$ cat config.mk
export PLATFORM = sky130hd
export DESIGN_NAME = dmem_upg_loader_flat
export DESIGN_NICKNAME = d
export VERILOG_FILES = /design/src/rtl/dmem_upg_loader_if.sv /design/src/rtl/dmem_upg_loader.sv /design/src/flat_wrapper.sv
export SDC_FILE = /design/constraint.sdc
export NUM_CORES = 1
export LEC_CHECK = 0
export CAP_MARGIN = 20
export CORE_ASPECT_RATIO = 0.9
export CORE_MARGIN = 4
export CORE_UTILIZATION = 30
export DETAILED_ROUTE_END_ITERATION = 7
export GPL_ROUTABILITY_DRIVEN = 0
export RECOVER_POWER = 100
export SLEW_MARGIN = 40
export SYNTH_ARGS = -nofsm -noshare
export SYNTH_HDL_FRONTEND = slang
export SYNTH_SLANG_ARGS = --single-unit
$ cat constraint.sdc
create_clock -name upg_clk_i -period 9.9 [get_ports upg_clk_i]
set_input_delay 1.98 -clock upg_clk_i [delete_from_list [all_inputs] [get_ports upg_clk_i]]
set_output_delay 1.98 -clock upg_clk_i [all_outputs]
set_load 0.005 [all_outputs]
$ cat src/rtl/dmem_upg_loader_if.sv
// dmem_upg_loader_if: byte-stream receive handshake plus the data-memory
// upgrade write port driven by the loader.
//
// Signals
//   rx_valid_i  byte on rx_data_i is valid (driven by the byte source)
//   rx_data_i   incoming byte
//   rx_ready_o  loader accepts a byte this cycle
//   upg_wen_o   one-cycle write strobe to the memory upgrade port
//   upg_adr_o   word address of the current write (ADDR_W bits)
//   upg_dat_o   assembled 32-bit write word
//   upg_done_o  load complete, memory handed back to the CPU
//   err_o       checksum mismatch flag
//
// Modports
//   master  byte source / memory observer side
//   slave   the loader itself
interface dmem_upg_loader_if #(
    parameter int ADDR_W = 14
);
    logic              rx_valid_i;
    logic [7:0]        rx_data_i;
    logic              rx_ready_o;
    logic              upg_wen_o;
    logic [ADDR_W-1:0] upg_adr_o;
    logic [31:0]       upg_dat_o;
    logic              upg_done_o;
    logic              err_o;

    modport master (
        output rx_valid_i,
        output rx_data_i,
        input  rx_ready_o,
        input  upg_wen_o,
        input  upg_adr_o,
        input  upg_dat_o,
        input  upg_done_o,
        input  err_o
    );

    modport slave (
        input  rx_valid_i,
        input  rx_data_i,
        output rx_ready_o,
        output upg_wen_o,
        output upg_adr_o,
        output upg_dat_o,
        output upg_done_o,
        output err_o
    );
endinterface

$ cat src/rtl/dmem_upg_loader.sv
// dmem_upg_loader: receives a byte stream (2-byte little-endian word count N,
// then 4*N little-endian data bytes) and writes the words to data memory
// at consecutive addresses 0..N-1 through the upgrade port, then sets done.
//
// Ports
//   upg_clk_i  clock, all state changes on its rising edge
//   upg_rst_i  asynchronous active-high reset, aborts any load in progress
//   bus        dmem_upg_loader_if.slave (rx handshake + upgrade write port)
//
// Parameter
//   ADDR_W     word-address width of the target memory (1..16)
//
// Build option
//   LOADER_CHECKSUM_EN  when defined, one trailing checksum byte (XOR of all
//                       header and data bytes) is received; a mismatch sets
//                       err_o, sticky until reset. When undefined err_o is 0.
module dmem_upg_loader #(
    parameter int ADDR_W = 14
) (
    input logic              upg_clk_i,
    input logic              upg_rst_i,
    dmem_upg_loader_if.slave bus
);

`ifdef LOADER_CHECKSUM_EN
    typedef enum logic [2:0] {
        HDR0, HDR1, DATA, WRITE, CSUM, DONE
    } state_t;
`else
    typedef enum logic [2:0] {
        HDR0, HDR1, DATA, WRITE, DONE
    } state_t;
`endif

    state_t            state_q;
    logic [7:0]        nlo_q;
    logic [ADDR_W-1:0] n_q;
    logic [ADDR_W-1:0] adr_q;
    logic [1:0]        idx_q;
    logic [23:0]       word_q;
    logic [31:0]       dat_q;
    logic              ready_q;
    logic              wen_q;
    logic              done_q;
`ifdef LOADER_CHECKSUM_EN
    logic [7:0]        csum_q;
    logic              err_q;
`endif

    logic              xfer;
    logic [15:0]       hdr_w;
    logic [ADDR_W-1:0] n_d;
    logic [ADDR_W-1:0] adr_d;
    logic              unused_hdr;

    // ready_q is a registered copy of "state accepts bytes", so a transfer
    // is simply valid & ready as seen by the source.
    assign xfer  = bus.rx_valid_i & ready_q;

    // Header bits above ADDR_W are ignored.
    assign hdr_w      = {bus.rx_data_i, nlo_q};
    assign n_d        = hdr_w[ADDR_W-1:0];
    assign unused_hdr = ^hdr_w;
    assign adr_d      = adr_q + ADDR_W'(1);

    always_ff @(posedge upg_clk_i or posedge upg_rst_i) begin
        if (upg_rst_i) begin
            state_q <= HDR0;
            nlo_q   <= '0;
            n_q     <= '0;
            adr_q   <= '0;
            idx_q   <= '0;
            word_q  <= '0;
            dat_q   <= '0;
            ready_q <= 1'b0;
            wen_q   <= 1'b0;
            done_q  <= 1'b0;
`ifdef LOADER_CHECKSUM_EN
            csum_q  <= '0;
            err_q   <= 1'b0;
`endif
        end else begin
            wen_q <= 1'b0;

`ifdef LOADER_CHECKSUM_EN
            // Header and data bytes feed the running XOR; the checksum
            // byte itself is compared, not accumulated.
            if (xfer && state_q != CSUM) begin
                csum_q <= csum_q ^ bus.rx_data_i;
            end
`endif

            unique case (state_q)
                HDR0: begin
                    // First edge after reset raises ready.
                    ready_q <= 1'b1;
                    if (xfer) begin
                        nlo_q   <= bus.rx_data_i;
                        state_q <= HDR1;
                    end
                end

                HDR1: begin
                    if (xfer) begin
                        n_q <= n_d;
                        if (n_d == '0) begin
`ifdef LOADER_CHECKSUM_EN
                            state_q <= CSUM;
`else
                            state_q <= DONE;
                            ready_q <= 1'b0;
                            done_q  <= 1'b1;
`endif
                        end else begin
                            state_q <= DATA;
                        end
                    end
                end

                DATA: begin
                    if (xfer) begin
                        idx_q <= idx_q + 2'd1;
                        unique case (idx_q)
                            2'd0: word_q[7:0]   <= bus.rx_data_i;
                            2'd1: word_q[15:8]  <= bus.rx_data_i;
                            2'd2: word_q[23:16] <= bus.rx_data_i;
                            2'd3: begin
                                dat_q   <= {bus.rx_data_i, word_q};
                                wen_q   <= 1'b1;
                                ready_q <= 1'b0;
                                state_q <= WRITE;
                            end
                            default: ;
                        endcase
                    end
                end

                WRITE: begin
                    // adr_q still holds this write's address; advance after.
                    adr_q <= adr_d;
                    if (adr_d == n_q) begin
`ifdef LOADER_CHECKSUM_EN
                        state_q <= CSUM;
                        ready_q <= 1'b1;
`else
                        state_q <= DONE;
                        done_q  <= 1'b1;
`endif
                    end else begin
                        state_q <= DATA;
                        ready_q <= 1'b1;
                    end
                end

`ifdef LOADER_CHECKSUM_EN
                CSUM: begin
                    if (xfer) begin
                        if (bus.rx_data_i != csum_q) begin
                            err_q <= 1'b1;
                        end
                        state_q <= DONE;
                        ready_q <= 1'b0;
                        done_q  <= 1'b1;
                    end
                end
`endif

                DONE: begin
                    ready_q <= 1'b0;
                    done_q  <= 1'b1;
                end

                default: begin
                    state_q <= HDR0;
                    ready_q <= 1'b0;
                end
            endcase
        end
    end

    assign bus.rx_ready_o = ready_q;
    assign bus.upg_wen_o  = wen_q;
    assign bus.upg_adr_o  = adr_q;
    assign bus.upg_dat_o  = dat_q;
    assign bus.upg_done_o = done_q;
`ifdef LOADER_CHECKSUM_EN
    assign bus.err_o      = err_q;
`else
    assign bus.err_o      = 1'b0;
`endif

endmodule
$ cat src/flat_wrapper.sv
// flat-port wrapper written by rule: the top's interface ports become plain ports
module dmem_upg_loader_flat 
#(
    parameter int ADDR_W = 14
)
  (upg_clk_i, upg_rst_i, bus_rx_valid_i, bus_rx_data_i, bus_rx_ready_o, bus_upg_wen_o, bus_upg_adr_o, bus_upg_dat_o, bus_upg_done_o, bus_err_o);
  dmem_upg_loader_if #(.ADDR_W(ADDR_W)) bus_i ();
  input logic upg_clk_i;
  input logic upg_rst_i;
  input wire logic [$bits(bus_i.rx_valid_i)-1:0] bus_rx_valid_i;
  input wire logic [$bits(bus_i.rx_data_i)-1:0] bus_rx_data_i;
  output wire logic [$bits(bus_i.rx_ready_o)-1:0] bus_rx_ready_o;
  output wire logic [$bits(bus_i.upg_wen_o)-1:0] bus_upg_wen_o;
  output wire logic [$bits(bus_i.upg_adr_o)-1:0] bus_upg_adr_o;
  output wire logic [$bits(bus_i.upg_dat_o)-1:0] bus_upg_dat_o;
  output wire logic [$bits(bus_i.upg_done_o)-1:0] bus_upg_done_o;
  output wire logic [$bits(bus_i.err_o)-1:0] bus_err_o;
  assign bus_i.rx_valid_i = bus_rx_valid_i;
  assign bus_i.rx_data_i = bus_rx_data_i;
  assign bus_rx_ready_o = bus_i.rx_ready_o;
  assign bus_upg_wen_o = bus_i.upg_wen_o;
  assign bus_upg_adr_o = bus_i.upg_adr_o;
  assign bus_upg_dat_o = bus_i.upg_dat_o;
  assign bus_upg_done_o = bus_i.upg_done_o;
  assign bus_err_o = bus_i.err_o;
  dmem_upg_loader #(.ADDR_W(ADDR_W)) u_core (.upg_clk_i(upg_clk_i), .upg_rst_i(upg_rst_i), .bus(bus_i));
endmodule
==> run metrics, run 1 <==
outcome finished with violations; failing checks capacitance limit, slew limit; total power 0.7895 mW; Critical Path Sink Type register; FILL cells 1417; Seq pwr share 0.517; CP max FO 33; Unique masters post-synth 53; Slowest-stage cell, CP clkbuf_1; most frequent cell after synthesis dfrtp_1; cts repair resizes 0; CP Buf/Inv Count 2; total wire length 9692 um; ratio of cells with drive above 1 in the final layout 0.2525; Max Freq 216.8 MHz; CP Data Required Time 10130 ps; worst path cell trace dlygate4sd3_1 -> nand2_1 -> nor3_1 -> nand2_1 -> clkbuf_1 -> mux2_2; P_int 0.6191 mW; share of the synthesized area in the top cell type 0.5539; Fin. Hold Viols 0; Finished Layout Cells 606; leak pwr 2.718 nW; Crit path arrival time 4840 ps; CTS Hold Buffers Added 0; Setup TNS Final 0 ps; Rel. slew slack -0.2416; insertion delay to the later sink of the worst-skew pair 350 ps; Worst VDD drop 102.9 uV; DRT Pass-1 Iters 4; Psw 0.1704 mW; global-route wire length before repair 16380 um; Gate Count Post-Synth 348; hpwl dp 6793 um; DRT iter0 DRCs 181; Root Driver clkbuf_16; largest area contributor in the netlist dfrtp_1; clock share of power 0.462; RSZ-0062 raised after global routing no; initial antenna violation count 0; clk slew on worst S/H paths 70 ps; Area Overhead vs Synth 23.48%; Hold Worst Slack 499.5 ps; fin crit period 4612 ps; Setup Skew 9.298 ps; die area 17090 um2; Final ANT Viol Nets 0; Core Box Area 14710 um2; Post-synth EDFFs 0; Inst Count DP 590; routed vias/inst 4.782; vias in the first global route 2958; chip height 124.4 um; average wire per standard cell 15.99 um; die width 137.4 um; maxcap violations 2; DRC 0; DR vias 2898; top cells by area, synth dfrtp_1, mux2_2, xnor2_1; largest net degree at the start of global routing 61; Nets 419; PD cells 141.5 nW/um2; worst slew pin tran 1862 ps; register area share after synthesis 0.5539; CP max stage delay 1330 ps; clk buf depth 2; Crit path top cell by count nand2_1; Final period util 0.4659; ys async rst share 1.000; CTS tree built; Total GRT Usage 0.1212; Post-Syn Area 4518 um2; PortBufs 59; Sw Share 0.2158; IO Count 61; final core utilization 0.3792; #FFs+latches synth 100; Synth Area per Inst 12.98 um2; Final setup viols 0; n_diodes 0; Syn Nets 364; Num CTS Buffers 9; combinational power share 0.021; setup bufs post-CTS 0; Worst setup SP type input port; Synth Flop Type dfrtp_1; CP top delay family buffers and inverters; Initial Utilization 0.3071; Worst Hold Class register to register; Setup CP Type input port to register; Slew Limit Fails 76; top post-synthesis cells by count dfrtp_1, mux2_2, nand2_1; H-Tree Level Count 3; yosys synthesis warning count 0; Sink Count 100; Row Count 42; total gr overflow 0
## worst min-delay path: cells and delay by family (launching register included)
family / cells / cell delay (ps)
AOI/OAI and AO/OA: 1 / 60
and+or+nand+nor: 1 / 50
DFF: 1 / 360
## power by group through the flow
stage	clock, mW	sequential, mW	combinational, mW
2_1_floorplan	0	0.416	0.00699
3_3_place_gp	0	0.416	0.0176
3_5_place_dp	0	0.416	0.0178
4_1_cts	0.374	0.408	0.0179
5_1_grt	0.395	0.408	0.0195
6_report	0.365	0.408	0.0166
## logic make-up after synthesis
logic type                 after synthesis  synth area share
and+or+nand+nor                         78            0.1050
xor gates and xnor gates                28           0.05594
buffers and inverters                   26           0.02714
muxes                                   77            0.1919
adders and majority gates                6           0.01606
other                                    1         0.0008300
DFF                                    100            0.5539
AOI/OAI and AO/OA                       32           0.04930
## layout by cell type, fill, tap and decap left out, drive strengths merged, types with 3 or more instances in the layout
cell type      instances
nor2                   8
inv                   10
mux2                  77
nor4                   5
nand3                  7
ha                     5
nor3                   4
nand4                  9
and3                   6
nand2                 21
nor3b                  3
dfrtp                100
xor2                   8
a21oi                  7
dlygate4sd3           52
clkbuf                13
clkdlybuf4s50          7
xnor2                 20
o21ai                  8
## layout make-up
| cell class | instances | area, um2 | share of cell area |
|---|---|---|---|
| clock inverter | 5 | 66.31 | 0.01189 |
| sequential | 100 | 2502 | 0.4485 |
| clock buffer | 11 | 242.7 | 0.04351 |
| inverter | 8 | 31.28 | 0.005607 |
| tap | 198 | 247.7 | 0.04440 |
| multi-input combinational | 222 | 1879 | 0.3368 |
| timing repair buffer | 62 | 609.3 | 0.1092 |
## metal layers
metal | wire length (um) | up-vias | global-route usage
li1 | - | 1359 | -
met1 | 4408 | 1493 | 0.1624
met2 | 4931 | 38 | 0.1964
met3 | 236 | 8 | 0.02706
met4 | 116 | 0 | 0.03404
met5 | 0 | - | 0
## sequential cells by signal, indices dropped and copies added (netlist names)
name,cells
u_core.bus.upg_wen_o,1
u_core.bus.upg_adr_o,14
u_core.n_q,14
u_core.bus.upg_done_o,1
u_core.state_q,3
u_core.bus.upg_dat_o,32
u_core.bus.rx_ready_o,1
u_core.nlo_q,8
u_core.idx_q,2
u_core.word_q,24
## through the flow
step	cell area [um2]	setup slack (ps)
floorplan	4518	5301
global placement	5289	5947
detailed placement	5289	5908
CTS	5598	6265
global route	5579	5115
finish	5579	5288
## worst paths after layout
check                                      start                        to  slack [ps]  cells after the start
setup / recovery                  bus_rx_valid_i  u_core.bus.upg_dat_o[30]        5290                      6
hold / removal             u_core.bus.upg_done_o     u_core.bus.upg_done_o         500                      2
setup reg to reg               u_core.state_q[0]  u_core.bus.upg_dat_o[30]        7070                      5
hold reg to reg            u_core.bus.upg_done_o     u_core.bus.upg_done_o         500                      2
max in group asynchronous              upg_rst_i   u_core.bus.upg_adr_o[2]        6180                      3
min in group asynchronous              upg_rst_i  u_core.bus.upg_dat_o[10]        2530                      2
No activity file was read; power rests on OpenSTA's default activity.
==> inputs of run 2 (changes only) <==
==> constraint.sdc (replaced) <==
create_clock -name upg_clk_i -period 4.6 [get_ports upg_clk_i]
set_input_delay 0.92 -clock upg_clk_i [delete_from_list [all_inputs] [get_ports upg_clk_i]]
set_output_delay 0.92 -clock upg_clk_i [all_outputs]
set_load 0.005 [all_outputs]
==> run metrics, run 2 (synthesis results as in run 1) <==
die width 137.4 um (unchanged); chip height 124.4 um (unchanged); Psw 0.3428 mW (was 0.1704 mW); Root Driver clkbuf_16 (unchanged); DRC 0 (unchanged); Sink Count 100 (unchanged); commonest non-fill, non-tap cell in the layout dfrtp_1 (unchanged); Rel. slew slack 0.1587 (was -0.2416); Core Box Area 14710 um2 (unchanged); Initial Utilization 0.3071 (unchanged); Final setup viols 0 (unchanged); r2r worst-path depth 7 (was 5); CP Buf/Inv Count 1 (was 2); register-to-register setup slack 1990 ps (was 7070 ps); Worst setup SP type input port (unchanged); DRT iter0 DRCs 121 (was 181); Crit path arrival time 3120 ps (was 4840 ps); combinational power share 0.023 (was 0.021); Worst Hold Class register to register (unchanged); Num CTS Buffers 9 (unchanged); die area 17090 um2 (unchanged); RSZ-0062 raised after global routing no (unchanged); DR vias 2894 (was 2898); Sw Share 0.2131 (was 0.2158); CTS tree built (unchanged); Nets 420 (was 419); Row Count 42 (unchanged); CP top delay family simple AND/OR/NAND/NOR gates (was buffers and inverters); final core utilization 0.3767 (was 0.3792); largest net degree at the start of global routing 39 (was 61); Setup CP Type input port to register (unchanged); Final period util 0.6301; total wire length 9806 um (was 9692 um); clk slew on worst S/H paths 70 ps (about the same); H-Tree Level Count 3 (unchanged); global-route wire length before repair 16490 um (was 16380 um); max FFs per register 32 (unchanged); maxcap violations 0 (was 2); clock share of power 0.431 (was 0.462); Crit path depth 5 (was 6); Seq pwr share 0.546 (was 0.517); PortBufs 59 (unchanged); DRT Pass-1 Iters 5 (was 4); outcome complete, no violations (was finished with violations); clk buf depth 2 (unchanged); Slew Limit Fails 0 (was 76); hpwl dp 6957 um (was 6793 um); Final ANT Viol Nets 0 (unchanged); PD cells 290.3 nW/um2 (was 141.5 nW/um2); Max Freq 345.0 MHz; Worst Hold Depth 2 (unchanged); initial antenna violation count 0 (unchanged); Worst VDD drop 159.2 uV (was 102.9 uV); CP max stage delay 630 ps (was 1330 ps); P_int 1.266 mW (was 0.6191 mW); Area Overhead vs Synth 22.68% (was 23.48%); cts repair resizes 0 (unchanged); n_diodes 0 (unchanged); Critical Path Sink Type register (unchanged); routed vias/inst 4.783 (was 4.782); Slowest-stage cell, CP dlygate4sd3_1 (was clkbuf_1); Total GRT Usage 0.1231 (was 0.1212); IO Count 61 (unchanged); CP max FO 8 (was 33); most frequent cells in the layout dfrtp_1, mux2_2, dlygate4sd3_1, nand2_1, xnor2_1 (unchanged); Setup TNS Final 0 ps (unchanged); CP Data Required Time 4830 ps (was 10130 ps); Fin. Hold Viols 0 (unchanged); Setup Skew 11.82 ps (was 9.298 ps); worst slew pin tran 1255 ps (was 1862 ps); setup bufs post-CTS 0 (unchanged); vias in the first global route 3079 (was 2958); fin crit period 2899 ps; worst path cell trace dlygate4sd3_1 -> nand2_1 -> nor3_1 -> nand2_1 -> mux2_2 (was dlygate4sd3_1 -> nand2_1 -> nor3_1 -> nand2_1 -> clkbuf_1 -> mux2_2); leak pwr 2.709 nW (was 2.718 nW); ratio of cells with drive above 1 in the final layout 0.2531 (was 0.2525); average wire per standard cell 16.21 um (was 15.99 um); CTS Hold Buffers Added 0 (unchanged); insertion delay to the later sink of the worst-skew pair 340 ps (was 350 ps); Crit path top cell by count nand2_1 (unchanged); total gr overflow 0 (unchanged)
[run 2: power by group through the flow]
stage               sequential, mW  combinational [mW]  clock (mW)
floorplan                    0.896              0.0150           0
CTS                          0.879              0.0395       0.716
finish                       0.879              0.0366       0.693
global placement             0.896              0.0389           0
detailed placement           0.896              0.0394           0
global route                 0.878              0.0426       0.745
[run 2: through the flow]
step           worst slack, ps  total power [mW]  cell area, um2  cells  hold WS [ps]
6_report                  1701             1.609            5543    605         483.1
5_1_grt                   1494             1.666            5543    605         519.7
4_1_cts                   2027             1.634            5562    605         492.1
3_5_place_dp              1673            0.9351            5296    591         476.1
3_3_place_gp              1694            0.9346            5296    591         474.3
2_1_floorplan             1061            0.9109            4518    348         463.4
[run 2: metal layers]
layer | vias up | routed length, um | track usage
li1 | 1353 | - | -
met1 | 1495 | 4365 | 0.1599
met2 | 33 | 5001 | 0.2002
met3 | 13 | 277 | 0.03312
met4 | 0 | 162 | 0.03697
met5 | - | 0 | 0
[run 2: path summary, 6_finish.rpt]
path | startpoint | to
max in group asynchronous | upg_rst_i | u_core.bus.upg_adr_o[3]
min in group asynchronous | upg_rst_i | u_core.bus.upg_dat_o[8]
worst max-delay path | bus_rx_valid_i | u_core.word_q[16]
worst min register to register | u_core.bus.upg_done_o | u_core.bus.upg_done_o
worst min-delay path | u_core.bus.upg_done_o | u_core.bus.upg_done_o
worst max register to register | u_core.bus.upg_adr_o[0] | u_core.bus.rx_ready_o
[run 2: final cells by class]
cell class	instances	area (um2)
multi-input cells	222	1879
fillers	1447	9171
inverters	8	31.28
clock buffers	11	242.7
well taps	198	247.7
clock inverters	3	22.52
repair buffers	63	616.8
flip-flops and latches	100	2502
[run 2: worst reg2reg max path, stage by stage, from the launching register on]
cell and delay (ps):
dfrtp_1 470, ha_1 350, and4_1 310, a21oi_1 240
a31oi_1 130, a32oi_1 250, o2111ai_1 270, o41a_1 480
